`src/rtl/if_prefetch_queue_if.sv`:
```
// Fetch-stage bundle: instruction-memory request/response, redirect and ID-side outputs.
// The perf counter outputs exist only when IF_PERF_EN is defined.
interface if_prefetch_queue_if #(
    parameter int ADDR_W = 32,
    parameter int INST_W = 32,
    parameter int DEPTH  = 4
);
    logic                   mem_req_o;
    logic [ADDR_W-1:0]      mem_addr_o;
    logic                   mem_gnt_i;
    logic                   mem_rvalid_i;
    logic [INST_W-1:0]      mem_rdata_i;
    logic                   redirect_i;
    logic [ADDR_W-1:0]      redirect_pc_i;
    logic                   id_ready_i;
    logic                   inst_valid_o;
    logic [INST_W-1:0]      inst_o;
    logic [ADDR_W-1:0]      pc_o;
    logic                   if_lock_o;
    logic [$clog2(DEPTH):0] level_o;
`ifdef IF_PERF_EN
    logic [31:0]            perf_fetch_o;
    logic [31:0]            perf_starve_o;
`endif

    modport master (
        output mem_req_o, mem_addr_o, inst_valid_o, inst_o, pc_o, if_lock_o, level_o,
        input  mem_gnt_i, mem_rvalid_i, mem_rdata_i, redirect_i, redirect_pc_i, id_ready_i
`ifdef IF_PERF_EN
        , output perf_fetch_o, perf_starve_o
`endif
    );

    modport slave (
        input  mem_req_o, mem_addr_o, inst_valid_o, inst_o, pc_o, if_lock_o, level_o,
        output mem_gnt_i, mem_rvalid_i, mem_rdata_i, redirect_i, redirect_pc_i, id_ready_i
`ifdef IF_PERF_EN
        , input perf_fetch_o, perf_starve_o
`endif
    );
endinterface

```
`src/rtl/if_prefetch_queue.sv`:
```
// Instruction fetch with an in-order prefetch queue (DEPTH entries); optional perf counters via IF_PERF_EN.
// Latency: instruction visible to ID one cycle after its rvalid; no bypass path.
// Backpressure: id_ready_i low holds the head; issue stops once in-flight + queued reaches DEPTH.
module if_prefetch_queue #(
    parameter int                ADDR_W   = 32,
    parameter int                INST_W   = 32,
    parameter int                DEPTH    = 4,
    parameter logic [ADDR_W-1:0] RESET_PC = '0
) (
    input  logic                clk,
    input  logic                rst,
    if_prefetch_queue_if.master fif
);
    localparam int                PTR_W   = $clog2(DEPTH);
    localparam int                LVL_W   = PTR_W + 1;
    localparam int                STEP    = INST_W / 8;
    localparam int                OFF_W   = $clog2(STEP);
    localparam logic [LVL_W-1:0]  FULL    = LVL_W'(DEPTH);
    localparam logic [ADDR_W-1:0] PC_STEP = ADDR_W'(STEP);

    logic [ADDR_W-1:0] fetch_pc;
    logic [ADDR_W-1:0] resp_pc;
    logic [ADDR_W-1:0] redirect_pc;
    logic [LVL_W-1:0]  outstanding;
    logic [LVL_W-1:0]  discard;
    logic [LVL_W-1:0]  level;
    logic [LVL_W:0]    in_use;
    logic [PTR_W-1:0]  rd_ptr;
    logic [PTR_W-1:0]  wr_ptr;
    logic [INST_W-1:0] q_inst [DEPTH];
    logic [ADDR_W-1:0] q_pc   [DEPTH];
    logic              redirect;
    logic              req;
    logic              issue;
    logic              resp_drop;
    logic              push;
    logic              pop;
    logic              valid;

    assign redirect    = fif.redirect_i;
    assign redirect_pc = {fif.redirect_pc_i[ADDR_W-1:OFF_W], {OFF_W{1'b0}}};

    // Every request reserves a queue slot, so in-flight plus queued never exceeds DEPTH.
    assign in_use    = {1'b0, outstanding} + {1'b0, level};
    assign req       = rst && !redirect && (in_use < {1'b0, FULL});
    assign issue     = req && fif.mem_gnt_i;
    assign resp_drop = fif.mem_rvalid_i && (discard != '0);
    assign push      = fif.mem_rvalid_i && (discard == '0) && !redirect;
    assign valid     = (level != '0);
    assign pop       = valid && fif.id_ready_i && !redirect;

    always_ff @(posedge clk or negedge rst) begin
        if (!rst) begin
            fetch_pc    <= RESET_PC;
            resp_pc     <= RESET_PC;
            outstanding <= '0;
            discard     <= '0;
            level       <= '0;
            rd_ptr      <= '0;
            wr_ptr      <= '0;
        end else begin
            outstanding <= outstanding + LVL_W'(issue) - LVL_W'(fif.mem_rvalid_i);
            if (redirect) begin
                fetch_pc <= redirect_pc;
                resp_pc  <= redirect_pc;
                // Whatever returns this cycle is consumed now; everything else still in flight is stale.
                discard  <= outstanding - LVL_W'(fif.mem_rvalid_i);
                level    <= '0;
                rd_ptr   <= '0;
                wr_ptr   <= '0;
            end else begin
                if (issue) begin
                    fetch_pc <= fetch_pc + PC_STEP;
                end
                if (resp_drop) begin
                    discard <= discard - LVL_W'(1);
                end
                if (push) begin
                    resp_pc <= resp_pc + PC_STEP;
                    wr_ptr  <= wr_ptr + PTR_W'(1);
                end
                if (pop) begin
                    rd_ptr <= rd_ptr + PTR_W'(1);
                end
                level <= level + LVL_W'(push) - LVL_W'(pop);
            end
        end
    end

    always_ff @(posedge clk) begin
        if (push) begin
            q_inst[wr_ptr] <= fif.mem_rdata_i;
            q_pc[wr_ptr]   <= resp_pc;
        end
    end

    assign fif.mem_req_o    = req;
    assign fif.mem_addr_o   = fetch_pc;
    assign fif.inst_valid_o = valid;
    assign fif.inst_o       = valid ? q_inst[rd_ptr] : '0;
    assign fif.pc_o         = valid ? q_pc[rd_ptr] : '0;
    assign fif.if_lock_o    = rst && !valid && !redirect;
    assign fif.level_o      = level;

`ifdef IF_PERF_EN
    logic [31:0] perf_fetch;
    logic [31:0] perf_starve;

    always_ff @(posedge clk or negedge rst) begin
        if (!rst) begin
            perf_fetch  <= '0;
            perf_starve <= '0;
        end else begin
            if (pop) begin
                perf_fetch <= perf_fetch + 32'd1;
            end
            if (fif.id_ready_i && !valid) begin
                perf_starve <= perf_starve + 32'd1;
            end
        end
    end

    assign fif.perf_fetch_o  = perf_fetch;
    assign fif.perf_starve_o = perf_starve;
`endif

    a_no_overflow: assert property (@(posedge clk) disable iff (!rst) !(push && level == FULL));
    a_no_orphan_resp: assert property (@(posedge clk) disable iff (!rst) !(fif.mem_rvalid_i && outstanding == '0));
endmodule

```
`src/flat_wrapper.sv`:
```
// flat-port wrapper written by rule: the top's interface ports become plain ports
module if_prefetch_queue_flat 
#(
    parameter int                ADDR_W   = 32,
    parameter int                INST_W   = 32,
    parameter int                DEPTH    = 4,
    parameter logic [ADDR_W-1:0] RESET_PC = '0
)
  (clk, rst, fif_mem_req_o, fif_mem_addr_o, fif_inst_valid_o, fif_inst_o, fif_pc_o, fif_if_lock_o, fif_level_o, fif_mem_gnt_i, fif_mem_rvalid_i, fif_mem_rdata_i, fif_redirect_i, fif_redirect_pc_i, fif_id_ready_i);
  if_prefetch_queue_if #(.ADDR_W(ADDR_W), .INST_W(INST_W), .DEPTH(DEPTH)) fif_i ();
  input  logic clk;
  input  logic rst;
  output wire logic [$bits(fif_i.mem_req_o)-1:0] fif_mem_req_o;
  output wire logic [$bits(fif_i.mem_addr_o)-1:0] fif_mem_addr_o;
  output wire logic [$bits(fif_i.inst_valid_o)-1:0] fif_inst_valid_o;
  output wire logic [$bits(fif_i.inst_o)-1:0] fif_inst_o;
  output wire logic [$bits(fif_i.pc_o)-1:0] fif_pc_o;
  output wire logic [$bits(fif_i.if_lock_o)-1:0] fif_if_lock_o;
  output wire logic [$bits(fif_i.level_o)-1:0] fif_level_o;
  input wire logic [$bits(fif_i.mem_gnt_i)-1:0] fif_mem_gnt_i;
  input wire logic [$bits(fif_i.mem_rvalid_i)-1:0] fif_mem_rvalid_i;
  input wire logic [$bits(fif_i.mem_rdata_i)-1:0] fif_mem_rdata_i;
  input wire logic [$bits(fif_i.redirect_i)-1:0] fif_redirect_i;
  input wire logic [$bits(fif_i.redirect_pc_i)-1:0] fif_redirect_pc_i;
  input wire logic [$bits(fif_i.id_ready_i)-1:0] fif_id_ready_i;
  assign fif_mem_req_o = fif_i.mem_req_o;
  assign fif_mem_addr_o = fif_i.mem_addr_o;
  assign fif_inst_valid_o = fif_i.inst_valid_o;
  assign fif_inst_o = fif_i.inst_o;
  assign fif_pc_o = fif_i.pc_o;
  assign fif_if_lock_o = fif_i.if_lock_o;
  assign fif_level_o = fif_i.level_o;
  assign fif_i.mem_gnt_i = fif_mem_gnt_i;
  assign fif_i.mem_rvalid_i = fif_mem_rvalid_i;
  assign fif_i.mem_rdata_i = fif_mem_rdata_i;
  assign fif_i.redirect_i = fif_redirect_i;
  assign fif_i.redirect_pc_i = fif_redirect_pc_i;
  assign fif_i.id_ready_i = fif_id_ready_i;
  if_prefetch_queue #(.ADDR_W(ADDR_W), .INST_W(INST_W), .DEPTH(DEPTH), .RESET_PC(RESET_PC)) u_core (.clk(clk), .rst(rst), .fif(fif_i));
endmodule
```
`config.mk`:
```
export PLATFORM = sky130hd
export DESIGN_NAME = if_prefetch_queue_flat
export DESIGN_NICKNAME = d
export VERILOG_FILES = /design/src/rtl/if_prefetch_queue_if.sv /design/src/rtl/if_prefetch_queue.sv /design/src/flat_wrapper.sv
export SDC_FILE = /design/constraint.sdc
export NUM_CORES = 1
export LEC_CHECK = 0
export ABC_AREA = 1
export BUFFER_PORTS_ARGS = -buffer_cell sky130_fd_sc_hd__buf_2
export CORE_MARGIN = 5
export CORE_UTILIZATION = 35
export CTS_BUF_LIST = sky130_fd_sc_hd__clkbuf_4 sky130_fd_sc_hd__clkbuf_8
export CTS_CLUSTER_DIAMETER = 100
export DETAILED_ROUTE_END_ITERATION = 6
export SLEW_MARGIN = 20
export SYNTH_ARGS = -nofsm -noshare
export SYNTH_HDL_FRONTEND = slang
export SYNTH_SLANG_ARGS = --single-unit
```
`constraint.sdc`:
```
create_clock -name clk -period 4.1 [get_ports clk]
set_input_delay 0.615 -clock clk [delete_from_list [all_inputs] [get_ports clk]]
set_output_delay 0.615 -clock clk [all_outputs]
set_load 0.02 [all_outputs]
```
# Word level (Yosys, flattened, before mapping)

Memory sizes are Yosys's and may differ from the RTL's.
Cells that the tools add are included.
W data, S select, Z words.

Add/sub/neg operators: 11
Muxes and demuxes: 15
Magnitude comparators: 1
Reduce and logical (&&, ||, !) cells: 19

Operators with widths:

| operator                | count |
|---|---|
| $mux W32                | 6 |
| $add A32 B3 Y32 const B | 2 |
| $logic_and A1 B1 Y1     | 10 |
| $mux W3                 | 3 |
| $sub A3 B1 Y3           | 3 |
| $mux W2                 | 4 |
| $reduce_bool A2 Y1      | 4 |
| $add A3 B1 Y3           | 2 |
| $reduce_bool A3 Y1      | 2 |
| $add A2 B1 Y2 const B   | 2 |
| $add A3 B3 Y4           | 1 |
| $lt A4 B3 Y1 const B    | 1 |
| $logic_not A3 Y1        | 1 |
| $sub A3 B1 Y3 const B   | 1 |
| $logic_not A1 Y1        | 2 |
| $mux W1                 | 2 |

Word-level logic and storage cells: 55
Bits of input ports: 70
RAM bits: 256
Memories kept: 2
Flip-flop bits (word level): 77
Output and inout port bits: 102

Memories:

| memory        | words | width | rd ports | clocked after memory_dff | write ports | line                    | text |
|---|---|---|---|---|---|---|---|
| u_core.q_inst | 4     | 32    | 1        | 0                        | 1           | if_prefetch_queue.sv:30 | `logic [INST_W-1:0] q_inst [DEPTH];` |
| u_core.q_pc   | 4     | 32    | 1        | 0                        | 1           | if_prefetch_queue.sv:31 | `logic [ADDR_W-1:0] q_pc [DEPTH];` |

# Logic depth before layout (Yosys ltp)

Gate-level depths: netlist of run 1.

Depth in word-level cells: 6
Mapped depth: 12
Depth with buffers taken out: 12

# Least setup slack after synthesis of run 1

No wires, ideal clock.

Path type: input-to-reg
Start: input fif_mem_rvalid_i
End: memory u_core.q_inst[0][0] (enable)
Path slack: -0.062 ns
Data required time: 3.618 ns
Path buffers: 1
Stages on the path: 5
Setup time: 0.482 ns
Data arrival time: 3.680 ns
Cell sequence: nand3_1 > inv_1 > nand2_1 > clkbuf_1 > nor2_1

Word-level cells in the longest chain between the ends: 4

RTL lines:

| what                              | line                    | text |
|---|---|---|
| start: declaration                | flat_wrapper.sv:21      | `input wire logic [$bits(fif_i.mem_rvalid_i)-1:0] fif_mem_rvalid_i;` |
| $logic_and A1 B1 Y1 (2 in series) | if_prefetch_queue.sv:48 | `assign push = fif.mem_rvalid_i && (discard == '0) && !redirect;` |
| $mux W1                           | if_prefetch_queue.sv:91 | `if (push) begin` |
| $mux W1 (not written as such)     | if_prefetch_queue.sv:92 | `q_inst[wr_ptr] <= fif.mem_rdata_i;` |
| end: declaration                  | if_prefetch_queue.sv:30 |  |

No other way between the ends.

# Worst setup path in the final report of run 1

Start: register u_core.rd_ptr[1]
End: output fif_inst_o[14]

Word-level cells in the longest chain between the ends: 2

RTL lines:

| what                     | line                     | text |
|---|---|---|
| start: declaration       | if_prefetch_queue.sv:28  | `logic [PTR_W-1:0] rd_ptr;` |
| start signal: assignment | if_prefetch_queue.sv:83  | `rd_ptr <= rd_ptr + PTR_W'(1);` |
| $mem_v2 Z4 W32           | -                        |  |
| $mux W32                 | if_prefetch_queue.sv:100 | `assign fif.inst_o = valid ? q_inst[rd_ptr] : '0;` |
| end: declaration         | flat_wrapper.sv:16       | `output wire logic [$bits(fif_i.inst_o)-1:0] fif_inst_o;` |

No other way between the ends.

==> reports/qor.csv, run 1 <==
stage,metric,value,unit
synth,synth.avg_cell_area,9.66,um2
final_layout,instances_no_fill,2287,
critical_path,crit_required,3.48,ns
power_and_ir_drop,total_power,9.95,mW
clock_network,tritoncts,built,
floorplanning,pin_count,172,
clock_network,cts-root-buf,clkbuf_8,
timing,setup_viol,0,
routing,routed_via_density,4.88,
timing,hold_viol,0,
final_layout,antenna_cells,0,
floorplanning,core-area,41800,um2
critical_path,cp-start-kind,flip-flop,
critical_path,arrival,2.83,ns
routing,drc,0,
floorplanning,die_area,46200,um2
clock_network,cts_resized,0,
timing,rsz0062_at_grt,no,
synth,synthCells,1522,
critical_path,cp_top_family,buffers and inverters,
min_path,hold_end,u_core.q_inst[2][28],
power_and_ir_drop,power_density,575,nW/um2
clock_network,cts_max_level,2,
final_layout,layout-drive-gt1-share,17.8,%
place,dp_cells,2181,
routing,postRouteAntennaNets,0,
clock_network,cts_hold_buf,1,
final_layout,final_common_cell,nor2_1,
final_layout,area_growth_syn_to_layout,17.8,%
critical_path,cp-end-kind,primary output,
floorplanning,num_rows,75,
critical_path,worst-path-stages,6,
timing,finClkSkew,0.0258,ns
timing,max_freq,290,MHz
critical_path,path_cells,inv_2 > buf_4 > nor2_1 > o21ai_0 > a21oi_1 > buf_2,
place,numPortBuffers,165,
critical_path,slowest_delay,0.72,ns
routing,drtIter0Drc,714,
place,dp_hpwl,24.5,mm
synth,synth.distinct_cells,37,
synth,ys_ff_latch,321,
timing,drv_slew,0,
final_layout,nets,1789,
timing,finalCriticalPeriod,3.45,ns
timing,timing.hold.ws,0.218,ns
clock_network,cts_buffers,56,
routing,firstDrtPassIters,5,
floorplanning,start_util,35.2,%
power_and_ir_drop,vdd_drop_max,0.230,mV
critical_path,cp_slowest_cell,dfrtp_2,
floorplanning,die_width,215,um
critical_path,r2r-end,u_core.fif.level_o[2],
grt,grt_pass1_vias,10928,
timing,post-route-period-util,84.0,%
place,finalWeightedCongestion,0.856,
timing,maxSlewHeadroom,43.6,%
power_and_ir_drop,p_leak,7.02,nW
grt,grt_max_degree,67,
clock_network,post_cts_buffers,0,
critical_path,path_class,flip-flop to primary output,
grt,antenna_found_initial,1,
timing,worstMarginPinSlew,0.844,ns
routing,drt_wl_total,38.6,mm
flow_run,maxCapViolations,0,
critical_path,critPathBufInv,3,
min_path,hold_depth,1,
critical_path,path_max_fanout,38,
min_path,hold_path.class,input port to flip-flop,
critical_path,reg2reg_depth,12,
synth,ys_seq_area_share,63.1,%
final_layout,mostFrequentLayoutCells,"346 x nor2_1, 248 x edfxtp_1, 243 x nand2_1, 164 x buf_2, 159 x o21ai_0",
floorplanning,die_h,215,um
routing,vias,11154,
min_path,hp-start,fif_mem_rdata_i[28],
grt,track_usage,16.4,%
clock_network,cts_buffer_depth,3,
critical_path,regToRegSetupSlack,1.16,ns
critical_path,rr_startpoint,u_core.fif.level_o[1],
synth,syn_area,14700,um2
clock_network,cts.clk_slew.worst_paths,0.06,ns
routing,avgRoutedWirePerCell,16.9,um
clock_network,clkLatencyLatePin,0.62,ns
grt,grt_pass1_wl,60.5,mm
clock_network,clkSinkCount,321,
grt,gr-total-overflow,0,
synth,yosysWarnings,0,
run_status,status,"complete, no violations",
## Yosys cell counts (all sizes together)
cell / count / area share, %
nand4: 7 / 0.30
and3: 1 / 0.043
nand3b: 2 / 0.10
a21oi: 88 / 3.0
o21bai: 3 / 0.15
o21ai: 160 / 5.4
nand2: 246 / 6.4
or2: 1 / 0.043
edfxtp: 248 / 51
a31oi: 5 / 0.21
fa: 2 / 0.27
and2: 1 / 0.043
o221ai: 1 / 0.060
ha: 16 / 1.4
xor2: 7 / 0.42
dfrtp: 73 / 12
o211ai: 10 / 0.51
nand3: 82 / 2.9
nor3: 16 / 0.61
nor3b: 1 / 0.051
clkbuf: 41 / 1.0
buf: 28 / 1.0
inv: 114 / 2.9
xnor2: 5 / 0.30
conb: 1 / 0.026
nor2: 363 / 9.7
## per-stage QoR
stage          utilization (%)  TNS [ns]  instance area [um2]  setup slack (ns)
2_1_floorplan                -    -15.48                14700           -0.0624
3_3_place_gp              38.7         0                16200              1.20
3_5_place_dp              38.7         0                16200              1.15
4_1_cts                   41.4         0                17300             0.494
5_1_grt                   41.4         0                17300             0.421
6_report                  41.4         0                17300             0.654
## worst register-to-register path: cells and delay by family (launching register included)
kind | cells | cell delay [ns]
simple gates | 6 | 1.37
fa+ha+maj | 3 | 0.80
flops | 1 | 0.44
buf+inv | 3 | 0.25
## registers in the layout, indices dropped and copies added, names as in the netlist
name / cells
u_core.q_inst: 128
u_core.q_pc: 120
u_core.fif.mem_addr_o: 30
u_core.resp_pc: 30
u_core.discard: 3
u_core.fif.level_o: 3
u_core.outstanding: 3
u_core.rd_ptr: 2
u_core.wr_ptr: 2
## worst max path at each step
stage          slack, ns             startpoint                     to
2_1_floorplan      -0.06       fif_mem_rvalid_i    u_core.q_inst[0][0]
3_3_place_gp        1.20  u_core.fif.level_o[1]  u_core.fif.level_o[2]
3_5_place_dp        1.15       u_core.rd_ptr[1]            fif_pc_o[9]
4_1_cts             0.49       u_core.rd_ptr[1]            fif_pc_o[9]
5_1_grt             0.42       u_core.rd_ptr[1]            fif_pc_o[9]
6_report            0.65       u_core.rd_ptr[1]         fif_inst_o[14]
## where the power goes
part | switching (mW) | internal (mW) | total (mW)
Sequential | 0.356 | 3.80 | 4.16
Combinational | 1.98 | 0.840 | 2.82
Clock | 1.31 | 1.67 | 2.98
## logic make-up after synthesis
family,after synthesis,synth area share [%]
other cells,1,0.0255
simple gates,720,20.2
flops,321,63.1
fa+ha+maj,18,1.63
xor+xnor,12,0.715
buf+inv,183,4.98
compound gates,267,9.38
## per-layer routing
layer,up-vias,routed length (um),part of all wire (%),global-route usage (%)
met3,67,2380,6.2,3.35
met2,331,18000,47,26.5
met4,0,966,2.5,5.67
met1,5283,17300,45,22.2
met5,-,0,0,0
li1,5473,-,-,-
## area by class of cell
class,instances,area (um2)
inverters,114,430
fillers,4032,24500
clock inverters,29,211
multi-input cells,1021,4730
flip-flops and latches,321,9280
well taps,539,674
repair buffers,187,1050
clock buffers,76,933
Power figures use the tool's default switching activity.
==> run 2, diff against run 1 <==
==> constraint.sdc (replaced) <==
create_clock -name clk -period 2.95 [get_ports clk]
set_input_delay 0.4425 -clock clk [delete_from_list [all_inputs] [get_ports clk]]
set_output_delay 0.4425 -clock clk [all_outputs]
set_load 0.02 [all_outputs]
==> run 2 against run 1 <==
Compared with the run above:
- routed wire length shrank 0.44%
- count of clock-buffer cells in the layout shrank 4
- clock power grew 35%
- via count grew 0.94%
- die area is the same
- flip-flop and latch count is the same
- clock skew grew 0.0025 ns
- critical path type unchanged
- largest cell class unchanged
- largest power group unchanged
==> reports/qor.csv, run 2 (same netlist as run 1, synthesis figures left out) <==
stage,metric,value,unit,change
final_layout,final_common_cell,nor2_1,,
floorplanning,core-area,41800,um2,unchanged
grt,grt_max_degree,92,,+37%
routing,drt_wl_total,38.4,mm,-0.44%
place,dp_hpwl,23.5,mm,-4.3%
critical_path,path_max_fanout,46,,+21%
critical_path,cp-end-kind,primary output,,
clock_network,clkLatencyLatePin,0.62,ns,about the same
routing,wl_met1,17.4,mm,+0.77%
clock_network,cts-root-buf,clkbuf_8,,
critical_path,path_cells,inv_2 > buf_16 > o21ai_0 > a21oi_1 > buf_2,,
floorplanning,die_h,215,um,unchanged
place,finalWeightedCongestion,0.848,,-1.0%
critical_path,crit_required,2.51,ns,-0.97 ns
critical_path,reg2reg_depth,12,,unchanged
power_and_ir_drop,power_density,791,nW/um2,+38%
clock_network,tritoncts,built,,
routing,dr_wl_met2,18.0,mm,+0.28%
floorplanning,pin_count,172,,unchanged
routing,firstDrtPassIters,5,,unchanged
min_path,hold_path.class,input port to flip-flop,,
clock_network,cts.clk_slew.worst_paths,0.06,ns,about the same
power_and_ir_drop,p_seq_share,41.3,%,-0.5 points
clock_network,cts_buffers,55,,-1.8%
final_layout,nets,1806,,+0.95%
clock_network,clkSinkCount,321,,unchanged
timing,maxSlewHeadroom,59.7,%,+16 points
run_status,status,"complete, no violations",,
grt,gr-total-overflow,0,,unchanged
floorplanning,die_width,215,um,unchanged
timing,max_freq,360,MHz,
timing,setup_viol,0,,unchanged
critical_path,arrival,2.33,ns,-0.50 ns
clock_network,cts_max_level,2,,unchanged
final_layout,reg_top3,"u_core.q_inst: 128 flops, u_core.q_pc: 120 flops",,
timing,rsz0062_at_grt,no,,
routing,drc,0,,unchanged
clock_network,cts_buffer_depth,3,,unchanged
final_layout,area_growth_syn_to_layout,19.4,%,
floorplanning,die_area,46200,um2,unchanged
power_and_ir_drop,p_leak,7.10,nW,+1.2%
final_layout,mostFrequentLayoutCells,"346 x nor2_1, 248 x edfxtp_1, 243 x nand2_1, 164 x buf_2, 159 x o21ai_0",,
place,dp_cells,2183,,+0.092%
final_layout,largest_reg_flops,128,,unchanged
timing,finClkSkew,0.0283,ns,+0.00246 ns
final_layout,registers.top_by_ff_count,u_core.q_inst,,
grt,grt_pass1_vias,10827,,-0.92%
power_and_ir_drop,internal_power,8.86,mW,+41%
timing,hold_viol,0,,unchanged
routing,postRouteAntennaNets,0,,unchanged
power_and_ir_drop,clkPwrFrac,29.0,%,-0.9 points
grt,track_usage,16.2,%,-0.23 points
grt,antenna_found_initial,2,,+1
flow_run,maxCapViolations,0,,unchanged
critical_path,slowest_delay,0.62,ns,-0.10 ns
power_and_ir_drop,vdd_drop_max,0.524,mV,+130%
routing,routed_via_density,4.90,,+0.41%
timing,finalSetupTns,0,ns,unchanged
min_path,hold_depth,1,,unchanged
critical_path,cp-start-kind,flip-flop,,
place,numPortBuffers,165,,unchanged
power_and_ir_drop,comb_power_share,29.6,%,+1.3 points
routing,vias,11259,,+0.94%
timing,finalCriticalPeriod,2.78,ns,
timing,drv_slew,0,,unchanged
power_and_ir_drop,power_switching,5.02,mW,+38%
final_layout,antenna_cells,0,,unchanged
floorplanning,start_util,35.2,%,unchanged
power_and_ir_drop,total_power,13.9,mW,+40%
critical_path,cp_slowest_cell,dfrtp_4,,
routing,topRoutingLayerUsed,met5,,
power_and_ir_drop,power.share.switching,36.2,%,-0.46 points
routing,drtIter0Drc,730,,+2.2%
timing,post-route-period-util,94.1,%,
timing,worstMarginPinSlew,0.605,ns,-0.240 ns
routing,wl_met3,2.36,mm,-0.72%
critical_path,path_class,flip-flop to primary output,,
routing,avgRoutedWirePerCell,16.7,um,-0.96%
grt,grt_pass1_wl,59.7,mm,-1.2%
floorplanning,num_rows,75,,unchanged
final_layout,layout-drive-gt1-share,17.2,%,-0.63 points
final_layout,instances_no_fill,2299,,+0.52%
timing,timing.hold.ws,0.0545,ns,-0.164 ns
[run 2: cell count changes in the layout (fill, tap and decap cells not counted), moves of 3 or more]
cell	change
clkbuf_8	-3
buf_12	+5
clkinv_2	-10
clkinv_1	+8
dlygate4sd3_1	+14
buf_4	-5
[run 2: per-stage QoR]
step                utilization, %  setup slack (ns)  area (um2)
global placement              38.9             0.539       16200
CTS                           41.9            0.0327       17500
global route                  42.0            0.0148       17600
detailed placement            38.9             0.518       16200
floorplan                        -            -0.192       14700
finish                        42.0             0.174       17600
[run 2: layout make-up]
| class | instances | area [um2] |
|---|---|---|
| clock buffer | 72 | 885 |
| clock inverter | 27 | 214 |
| fill | 4024 | 24200 |
| inverter | 114 | 430 |
| multi-input combinational | 1021 | 4740 |
| sequential | 321 | 9280 |
| tap | 539 | 674 |
| timing repair buffer | 205 | 1330 |
[run 2: worst paths after layout]
kind / slack, ns / to / start
min in group asynchronous: 0.47 / u_core.resp_pc[12] / rst
min: 0.05 / u_core.q_inst[0][1] / fif_mem_rdata_i[1]
max reg2reg: 0.52 / u_core.fif.level_o[2] / u_core.fif.level_o[1]
max in group asynchronous: 1.45 / u_core.rd_ptr[0] / rst
min reg2reg: 0.56 / u_core.discard[2] / u_core.discard[2]
max: 0.17 / fif_pc_o[18] / u_core.rd_ptr[0]
[run 2: layer usage]
layer,global-route usage (%),up-vias
met5,0,-
met4,4.40,2
met3,3.28,50
met2,26.5,356
met1,22.1,5347
li1,-,5504
[run 2: timing repair]
action / in CTS / in global routing
gates resized for setup: 1 / 3
endpoints found under the hold margin: 83 / 0
cloned: 0 / 1
setup buffers: 1 / 0
endpoints found under the setup margin: 4 / 3
pin swaps: 0 / 0
hold buffers: 15 / 0
[run 2: worst max-delay path, delay by kind of cell (launching register included)]
kind	cells	cell delay, ns
buf+inv	3	0.70
flops	1	0.62
compound gates	2	0.40
[run 2: power by group through the flow]
stage | combinational (mW) | sequential, mW | clock (mW)
after floorplan | 2.57 | 5.75 | 0
after global placement | 3.97 | 5.84 | 0
after detailed placement | 4.02 | 5.85 | 0
after CTS | 4.12 | 5.74 | 4.16
after global routing | 4.58 | 5.79 | 4.39
final | 4.12 | 5.74 | 4.03
==> run 3, diff against run 2 <==
--- a/config.mk
+++ b/config.mk
@@ -12,6 +12,7 @@
 export CTS_BUF_LIST = sky130_fd_sc_hd__clkbuf_4 sky130_fd_sc_hd__clkbuf_8
 export CTS_CLUSTER_DIAMETER = 100
 export DETAILED_ROUTE_END_ITERATION = 6
+export PLACE_DENSITY_LB_ADDON = 0.25
 export SLEW_MARGIN = 20
 export SYNTH_ARGS = -nofsm -noshare
 export SYNTH_HDL_FRONTEND = slang
==> constraint.sdc (replaced) <==
create_clock -name clk -period 2.49 [get_ports clk]
set_input_delay 0.3735 -clock clk [delete_from_list [all_inputs] [get_ports clk]]
set_output_delay 0.3735 -clock clk [all_outputs]
set_load 0.02 [all_outputs]
==> run 3 against run 2 <==
Compared with the run above:
- the flow now finishes with violations (setup timing)
- first-iteration DRC count increased by 12%
- critical path type unchanged
- flip-flop and latch count unchanged
- count of clock-buffer cells in the layout unchanged
- register-to-register slack worse by 0.33 ns
- via count increased by 3.4%
- final cell count rose by 3.1%
- highest routed layer is now met4
- largest cell class unchanged
- clock skew is 0.015 ns lower
==> reports/qor.csv, run 3 (same netlist as run 1, synthesis figures left out) <==
stage,metric,value,unit,change
run_status,status,"finished, violations left",,
run_status,violations,setup timing,,
power_and_ir_drop,vdd_drop_max,0.459,mV,-12%
final_layout,antenna_cells,0,,unchanged
place,postPlaceCellArea,16300,um2,+0.46%
min_path,hold_path.class,input port to flip-flop,,
timing,drv_slew,0,,unchanged
routing,routed_via_density,4.91,,+0.28%
routing,vias,11639,,+3.4%
grt,grt_pass1_wl,63.9,mm,+7.0%
grt,track_usage,17.6,%,+1.4 points
critical_path,path_class,flip-flop to primary output,,
grt,antenna_found_initial,1,,-1
critical_path,rr_startpoint,u_core.fif.level_o[1],,
final_layout,registers.top_by_ff_count,u_core.q_inst,,
floorplanning,start_util,35.2,%,unchanged
clock_network,clkLatencyLatePin,0.62,ns,about the same
critical_path,arrival,2.17,ns,-0.16 ns
routing,drt_wl_total,44.9,mm,+17%
timing,max_freq,393,MHz,
final_layout,reg_top3,"u_core.q_inst: 128 flops, u_core.q_pc: 120 flops",,
grt,gr-total-overflow,0,,unchanged
floorplanning,pin_count,172,,unchanged
timing,maxSlewHeadroom,60.9,%,+1.3 points
routing,postRouteAntennaNets,0,,unchanged
final_layout,postLayoutCoreUtil,46.5,%,+4.5 points
routing,firstDrtPassIters,5,,unchanged
critical_path,regToRegSetupSlack,0.19,ns,-0.33 ns
grt,grt_max_degree,63,,-32%
final_layout,final_common_cell,nor2_1,,
timing,timing.final.ws_setup,-0.0569,ns,-0.231 ns
timing,setup_viol,13,,+13
power_and_ir_drop,total_power,19.9,mW,+44%
timing,finalCriticalPeriod,2.55,ns,
flow_run,maxCapViolations,0,,unchanged
power_and_ir_drop,p_leak,7.79,nW,+9.7%
floorplanning,die_area,46200,um2,unchanged
floorplanning,num_rows,75,,unchanged
floorplanning,die_h,215,um,unchanged
final_layout,nets,1876,,+3.9%
place,numPortBuffers,165,,unchanged
timing,worstMarginPinSlew,0.586,ns,-0.0190 ns
final_layout,largest_reg_flops,128,,unchanged
timing,hold_viol,0,,unchanged
final_layout,mostFrequentLayoutCells,"325 x nor2_1, 248 x edfxtp_1, 243 x nand2_1, 107 x inv_1, 103 x buf_2",,
routing,drtIter0Drc,819,,+12%
timing,timing.hold.ws,0.0484,ns,-0.00607 ns
clock_network,cts_buffer_depth,3,,unchanged
clock_network,cts-root-buf,clkbuf_8,,
critical_path,reg2reg_depth,13,,+1
grt,grt_pass1_vias,11273,,+4.1%
min_path,hold_end,u_core.resp_pc[6],,
critical_path,path_max_fanout,9,,-80%
critical_path,crit_required,2.12,ns,-0.39 ns
critical_path,cp-end-kind,primary output,,
timing,finClkSkew,0.0133,ns,-0.0149 ns
place,dp_hpwl,24.4,mm,+3.7%
place,finalWeightedCongestion,0.827,,-2.4%
min_path,hp-start,fif_redirect_pc_i[6],,
final_layout,fillers,3852,,-4.3%
routing,avgRoutedWirePerCell,18.9,um,+13%
final_layout,layout-drive-gt1-share,23.2,%,+5.9 points
floorplanning,core-area,41800,um2,unchanged
floorplanning,die_width,215,um,unchanged
clock_network,cts_max_level,2,,unchanged
power_and_ir_drop,power_density,1030,nW/um2,+30%
timing,post-route-period-util,102,%,
timing,rsz0062_at_grt,yes,,
clock_network,cts_buffers,54,,-1.8%
clock_network,cts.clk_slew.worst_paths,0.06,ns,about the same
final_layout,area_growth_syn_to_layout,32.1,%,
final_layout,fin_area,19400,um2,+11%
critical_path,cp-start-kind,flip-flop,,
clock_network,clkSinkCount,321,,unchanged
clock_network,tritoncts,built,,
timing,finalSetupTns,-0.285,ns,-0.285 ns
critical_path,r2r-end,u_core.fif.level_o[2],,
min_path,hold_depth,3,,+2
routing,drc,0,,unchanged
-- run 3: changes by cell type in the layout (fill, tap and decap cells not counted), sizes merged --
cell         change
clkinvlp         +3
dlygate4sd3     +22
buf             +34
bufbuf           +1
clkbuf          +14
clkinv           -5
bufinv           +2
-- run 3: final cells by class --
cell class	count	area (um2)	area share [%]
sequential	321	9280	47.8
multi-input combinational	1021	5000	25.8
timing repair buffer	276	2800	14.4
clock buffer	72	903	4.65
tap	539	674	3.47
inverter	114	467	2.40
clock inverter	27	288	1.48
-- run 3: worst max-delay path, cell delays in order (launching register included) --
cell	delay [ns]
dfrtp_4	0.49
buf_12	0.15
buf_12	0.15
buf_16	0.15
nor2_1	0.06
nor2_1	0.07
o21ai_1	0.07
a21oi_1	0.21
buf_4	0.19
-- run 3: where the power goes --
part           switching, mW  internal, mW  leakage [nW]  total [mW]
sequential             0.501          6.26          3.12        6.76
clock                   2.18          2.99         0.613        5.17
combinational           4.51          3.51          4.06        8.02
total                   7.19          12.8          7.79        19.9
-- run 3: how the worst max path moves through the flow --
stage	from	end	cells after the start	slack, ns
after floorplan	u_core.discard[0]	u_core.q_inst[0][0]	7	-0.65
after global placement	u_core.fif.level_o[2]	u_core.fif.level_o[2]	12	0.21
after detailed placement	u_core.fif.level_o[2]	u_core.fif.level_o[2]	12	0.19
after CTS	u_core.rd_ptr[0]	fif_pc_o[13]	5	-0.06
after global routing	u_core.rd_ptr[0]	fif_inst_o[6]	8	-0.12
final	u_core.rd_ptr[0]	fif_inst_o[18]	8	-0.06
-- run 3: metal layers --
metal	wire, um	GRT usage (%)	up-vias
met1	19800	23.4	5543
met4	1320	5.78	0
met2	21200	29.2	362
met5	0	0	-
li1	-	-	5658
met3	2560	3.21	76
-- run 3: metrics by stage --
step | std cells | setup WS [ns]
6_report | 2370 | -0.0569
5_1_grt | 2370 | -0.122
4_1_cts | 2343 | -0.0623
3_5_place_dp | 2188 | 0.191
3_3_place_gp | 2188 | 0.212
2_1_floorplan | 1525 | -0.652
-- run 3: timing repair --
item,4_1_cts,5_1_grt
endpoints found under the hold margin,166,0
cloned,10,19
gates resized for setup,85,173
pin swaps,15,31
setup endpoints to repair,64,60
setup buffers,10,10
hold buffers,37,0
